===== src/rtl/uart_alu_pkg.sv =====
// Shared definitions for the UART calculator sequencer: opcode values, ASCII
// opcode aliases and the sequencer FSM encoding.
package uart_alu_pkg;

  localparam logic [7:0] OP_SRL = 8'h02;
  localparam logic [7:0] OP_SRA = 8'h03;
  localparam logic [7:0] OP_ADD = 8'h20;
  localparam logic [7:0] OP_SUB = 8'h22;
  localparam logic [7:0] OP_AND = 8'h24;
  localparam logic [7:0] OP_OR  = 8'h25;
  localparam logic [7:0] OP_XOR = 8'h26;
  localparam logic [7:0] OP_NOR = 8'h27;

  // '&' (0x26) is deliberately absent: that code is already XOR.
  localparam logic [7:0] ASCII_ADD = 8'h2B;
  localparam logic [7:0] ASCII_SUB = 8'h2D;
  localparam logic [7:0] ASCII_OR  = 8'h7C;
  localparam logic [7:0] ASCII_XOR = 8'h5E;
  localparam logic [7:0] ASCII_SRL = 8'h3E;

  typedef enum logic [2:0] {
    ST_WAIT_A,
    ST_WAIT_OP,
    ST_WAIT_B,
    ST_EXEC,
    ST_SEND,
    ST_WAIT_TX
  } state_t;

endpackage


===== src/rtl/uart_alu_if_alu.sv =====
// Combinational calculator ALU. Defining UART_ALU_ASCII_OP_EN makes the opcode
// decoder also accept the ASCII operator aliases.
module alu
  import uart_alu_pkg::*;
#(
  parameter int NB_BITS = 8,
  parameter int NB_OP   = 8
) (
  input  logic [NB_BITS-1:0] a,
  input  logic [NB_BITS-1:0] b,
  input  logic [NB_OP-1:0]   op,
  output logic [NB_BITS-1:0] result
);

  logic [NB_OP-1:0] op_canon;
  logic [31:0]      shamt;
  logic             shift_oor;

  assign shamt     = 32'(b);
  assign shift_oor = (shamt >= 32'(NB_BITS));

`ifdef UART_ALU_ASCII_OP_EN
  always_comb begin
    op_canon = op;
    case (op)
      NB_OP'(ASCII_ADD): op_canon = NB_OP'(OP_ADD);
      NB_OP'(ASCII_SUB): op_canon = NB_OP'(OP_SUB);
      NB_OP'(ASCII_OR):  op_canon = NB_OP'(OP_OR);
      NB_OP'(ASCII_XOR): op_canon = NB_OP'(OP_XOR);
      NB_OP'(ASCII_SRL): op_canon = NB_OP'(OP_SRL);
      default:           op_canon = op;
    endcase
  end
`else
  assign op_canon = op;
`endif

  always_comb begin
    result = '0;
    case (op_canon)
      NB_OP'(OP_ADD): result = a + b;
      NB_OP'(OP_SUB): result = a - b;
      NB_OP'(OP_AND): result = a & b;
      NB_OP'(OP_OR):  result = a | b;
      NB_OP'(OP_XOR): result = a ^ b;
      NB_OP'(OP_NOR): result = ~(a | b);
      NB_OP'(OP_SRL): result = shift_oor ? '0 : (a >> b);
      // Oversized arithmetic shifts saturate to the sign fill.
      NB_OP'(OP_SRA): result = shift_oor ? {NB_BITS{a[NB_BITS-1]}}
                                         : $unsigned($signed(a) >>> b);
      default:        result = '0;
    endcase
  end

endmodule


===== src/rtl/uart_alu_if.sv =====
// Sequencer between UART rx and tx: collects A, opcode, B, evaluates them and
// hands the result to the transmitter. Optional macro: UART_ALU_ASCII_OP_EN.
module uart_alu_if
  import uart_alu_pkg::*;
#(
  parameter int NB_BITS = 8,
  parameter int NB_OP   = 8
) (
  input  logic               i_clk,
  input  logic               i_rst,
  input  logic [NB_BITS-1:0] i_rx_data,
  input  logic               i_rx_done,
  input  logic               i_tx_done,
  output logic [NB_BITS-1:0] o_tx_data,
  output logic               o_tx_start,
  output logic               o_busy,
  output logic               o_drop
);

  state_t             state_reg, state_next;
  logic [NB_BITS-1:0] a_reg, a_next;
  logic [NB_OP-1:0]   op_reg, op_next;
  logic [NB_BITS-1:0] b_reg, b_next;
  logic [NB_BITS-1:0] result_reg, result_next;
  logic               busy_reg, busy_next;
  logic               drop_reg, drop_next;
  logic               tx_start;
  logic [NB_BITS-1:0] alu_result;

  alu #(
    .NB_BITS(NB_BITS),
    .NB_OP  (NB_OP)
  ) u_alu (
    .a     (a_reg),
    .b     (b_reg),
    .op    (op_reg),
    .result(alu_result)
  );

  always_ff @(posedge i_clk) begin
    if (!i_rst) begin
      state_reg  <= ST_WAIT_A;
      a_reg      <= '0;
      op_reg     <= '0;
      b_reg      <= '0;
      result_reg <= '0;
      busy_reg   <= 1'b0;
      drop_reg   <= 1'b0;
    end else begin
      state_reg  <= state_next;
      a_reg      <= a_next;
      op_reg     <= op_next;
      b_reg      <= b_next;
      result_reg <= result_next;
      busy_reg   <= busy_next;
      drop_reg   <= drop_next;
    end
  end

  always_comb begin
    state_next  = state_reg;
    a_next      = a_reg;
    op_next     = op_reg;
    b_next      = b_reg;
    result_next = result_reg;
    drop_next   = 1'b0;
    tx_start    = 1'b0;
    case (state_reg)
      ST_WAIT_A: if (i_rx_done) begin
        a_next     = i_rx_data;
        state_next = ST_WAIT_OP;
      end
      ST_WAIT_OP: if (i_rx_done) begin
        op_next    = NB_OP'(i_rx_data);
        state_next = ST_WAIT_B;
      end
      ST_WAIT_B: if (i_rx_done) begin
        b_next     = i_rx_data;
        state_next = ST_EXEC;
      end
      ST_EXEC: begin
        result_next = alu_result;
        drop_next   = i_rx_done;
        state_next  = ST_SEND;
      end
      ST_SEND: begin
        tx_start   = 1'b1;
        drop_next  = i_rx_done;
        state_next = ST_WAIT_TX;
      end
      ST_WAIT_TX: begin
        if (i_tx_done) begin
          // A byte arriving with tx_done starts the next operation directly.
          state_next = ST_WAIT_A;
          if (i_rx_done) begin
            a_next     = i_rx_data;
            state_next = ST_WAIT_OP;
          end
        end else begin
          drop_next = i_rx_done;
        end
      end
      default: state_next = ST_WAIT_A;
    endcase
    busy_next = (state_next == ST_EXEC) || (state_next == ST_SEND) ||
                (state_next == ST_WAIT_TX);
  end

  assign o_tx_data  = result_reg;
  assign o_tx_start = tx_start;
  assign o_busy     = busy_reg;
  assign o_drop     = drop_reg;

endmodule


===== config.mk =====
export PLATFORM = sky130hd
export DESIGN_NAME = uart_alu_if
export DESIGN_NICKNAME = d
export VERILOG_FILES = /design/src/rtl/uart_alu_pkg.sv /design/src/rtl/uart_alu_if_alu.sv /design/src/rtl/uart_alu_if.sv
export SDC_FILE = /design/constraint.sdc
export NUM_CORES = 1
export LEC_CHECK = 0
export CORE_UTILIZATION = 61
export CTS_BUF_LIST = sky130_fd_sc_hd__clkbuf_8
export DETAILED_ROUTE_END_ITERATION = 7
export GPL_TIMING_DRIVEN = 0
export PLACE_DENSITY_LB_ADDON = 0.12
export REMOVE_ABC_BUFFERS = 1
export SETUP_SLACK_MARGIN = 0.5
export SLEW_MARGIN = 20
export SYNTH_ARGS = -nofsm -noshare
export SYNTH_HDL_FRONTEND = slang
export SYNTH_SLANG_ARGS = --single-unit

===== constraint.sdc =====
create_clock -name i_clk -period 3.7 [get_ports i_clk]
set_input_delay 0.37 -clock i_clk [delete_from_list [all_inputs] [get_ports i_clk]]
set_output_delay 0.37 -clock i_clk [all_outputs]
set_load 0.02 [all_outputs]

==> run summary <==
outcome = complete, no violations
layout cells sized above 1 = 8.23%
placed inst area = 3310 sq um
total track usage = 29.9%
Clock transition at path regs = 80 ps
clk buf depth = 2
Final Cycle Share = 83.8%
final clock skew = 1.97 ps
detailed placement HPWL = 5330 um
Sink Count = 37
flops & latches, synth = 37
Max-cap violations = 0
drt first pass iters = 5
final net count = 425
Worst Path Required = 3930 ps
1st-iter DRT viols = 315
Num CTS Buffers = 5
CTS Hold Bufs = 0
cell count after synthesis = 380
Synth top area share = 23.5%
Syn. warnings = 0
GPL Wtd Cong = 0.913
via count = 2813
Synth top cells by count = dfxtp_1 (37), mux2i_1 (32), a21oi_1 (30), nor2b_1 (30), nor2_1 (27)
global route overflow = 0
syn_area_per_cell = 8.30 sq um
io pins = 23
via/cell ratio = 6.17
Initial Util = 65.1%
asr flop ratio synth = 0%
vias in the first global route = 2485
Die ar. = 5460 sq um
fmax = 323 MHz
Post-route DRC = 0
die width = 73.9 um
post-layout instance area = 3480 sq um
largest net degree at the start of global routing = 39
startpoint types = register
worst-skew pair later-pin latency = 300 ps
Non-Filler Instances = 456
post-synthesis sequential area ratio = 23.5%
crit path buf inv count = 0
CTS root buffer = clkbuf_8
Slew HR = 54.9%
first-pass GRT wire length = 12400 um
clock tree from TritonCTS = built
Hold Fails Final Rpt = 0
Crit path largest cell delay = 470 ps
number of antenna diodes = 0
CP top delay family = simple AND/OR/NAND/NOR gates
input/output buffers = 22
Setup crit end kind = register
sequential cell area = 751 sq um
Die Y = 73.9 um
CP Cell Sequence = nor4bb_2 > and2_1 > mux2i_1 > ha_1 > nor2b_1 > o31ai_1 > a2bb2oi_1 > xnor2_1 > nand2_1 > a21oi_1
DP Cell Count = 446
DR WL/cell = 16.7 um
unrepaired setup endpoints after global routing = false
multi-input logic area = 2190 sq um
Critical Path Slowest Stage Cell = dfxtp_2
total power per unit cell area = 331 nW/um^2
synth unique cells = 59
area growth from synthesis to layout = 10.2%
Main synth FF type = dfxtp_1
setup_tns = 0 ps
critical path class = reg -> reg
H-tree Lvls = 2
critical path peak fanout = 23
floorplan core area = 4850 sq um
remaining antenna violation count = 0
fillers = 403
cell taking the most area after synthesis = dfxtp_1
Area contributors post-synth = dfxtp_1 (23%), mux2i_1 (10%), ha_1 (9.5%)
Finish-stage setup viols = 0
most frequent cell after synthesis = dfxtp_1
Slew @ Worst Pin = 671 ps
Post-synth EDFFs = 0
Post-Syn Area = 3160 sq um
final worst path period need = 3100 ps
Row Count = 25
Critical Path AT = 3330 ps
routed wire length = 7610 um
initial antenna violation count = 0
Total Power = 1.15 mW
max-slew violations = 0
min-delay worst type = reg -> reg
Max VDD drop = 190 uV
LEAKAGE = 1.24 nW
==> repair_timing <==
| item | CTS | global route |
|---|---|---|
| gates resized for setup | 5 | 4 |
| endpoints found under the setup margin | 7 | 3 |
| pin swaps | 0 | 1 |
| buffers inserted | 0 | 2 |
==> worst min-delay path, cell delays in order, from the launching register on <==
cell	delay, ps
dfxtp_1	310
nand2_1	50
a21boi_1	50
==> stage by stage <==
step           worst slack, ps  hold slack (ps)  utilization [%]
3_5_place_dp              71.9              446             68.3
4_1_cts                    563              455             71.2
6_report                   600              449             71.7
3_3_place_gp               105              439             67.7
2_1_floorplan              629              498                -
5_1_grt                    504              478             71.7
==> final cells by class <==
class | instances | share of cell area, %
inverters | 19 | 2.05
repair buffers | 26 | 7.16
flip-flops and latches | 37 | 21.6
multi-input cells | 299 | 62.9
clock buffers | 5 | 1.98
clock inverters | 3 | 1.87
well taps | 67 | 2.41
==> final timing paths <==
path,from,to,slack [ps],cells past startpoint
worst max-delay path,op_reg[0],o_tx_data[7],600,10
worst max register to register,op_reg[0],o_tx_data[7],600,10
worst min-delay path,o_tx_data[0],o_tx_data[0],450,2
worst min register to register,o_tx_data[0],o_tx_data[0],450,2
==> metal layers <==
| layer | vias to the layer above | part of all wire (%) | global-route usage, % |
|---|---|---|---|
| li1 | 1367 | - | - |
| met1 | 1319 | 47 | 42.7 |
| met2 | 114 | 45 | 44.8 |
| met3 | 13 | 6.8 | 4.80 |
| met4 | 0 | 1.6 | 11.1 |
| met5 | - | 0 | 0 |
==> report_power, final <==
group	switching, mW	internal, mW	leakage [nW]	total (mW)
Combinational	0.148	0.127	0.868	0.274
Sequential	0.0386	0.413	0.304	0.451
Clock	0.158	0.268	0.0681	0.426
Total	0.344	0.807	1.24	1.15
==> cells by family (layout without fill, tap and decap cells) <==
group / after synthesis / count (layout) / synth area share (%)
xor+xnor: 17 / 17 / 4.72
buf+inv: 44 / 53 / 7.81
compound gates: 99 / 99 / 20.3
flops: 37 / 37 / 23.5
mux: 32 / 32 / 10.2
fa+ha+maj: 25 / 25 / 10.2
simple gates: 126 / 126 / 23.4
==> cells in the final DEF, fill, tap and decap left out, drive strengths merged, types with 3 or more instances in the layout <==
cell type,Yosys,routed
a211oi,9,9
a21boi,6,6
a21oi,31,31
a22oi,3,3
a31oi,7,7
and2,6,6
buf,13,5
clkbuf,11,5
clkdlybuf4s50,0,21
dfxtp,37,37
ha,24,24
inv,19,19
mux2i,32,32
nand2,21,21
nand2b,4,4
nand3,11,11
nand4,3,3
nor2,27,27
nor2b,30,30
nor3,7,7
nor3b,6,6
nor4,3,3
o211ai,3,3
o21ai,18,18
xnor2,13,13
xor2,4,4
(Power assumes the default switching activity.)
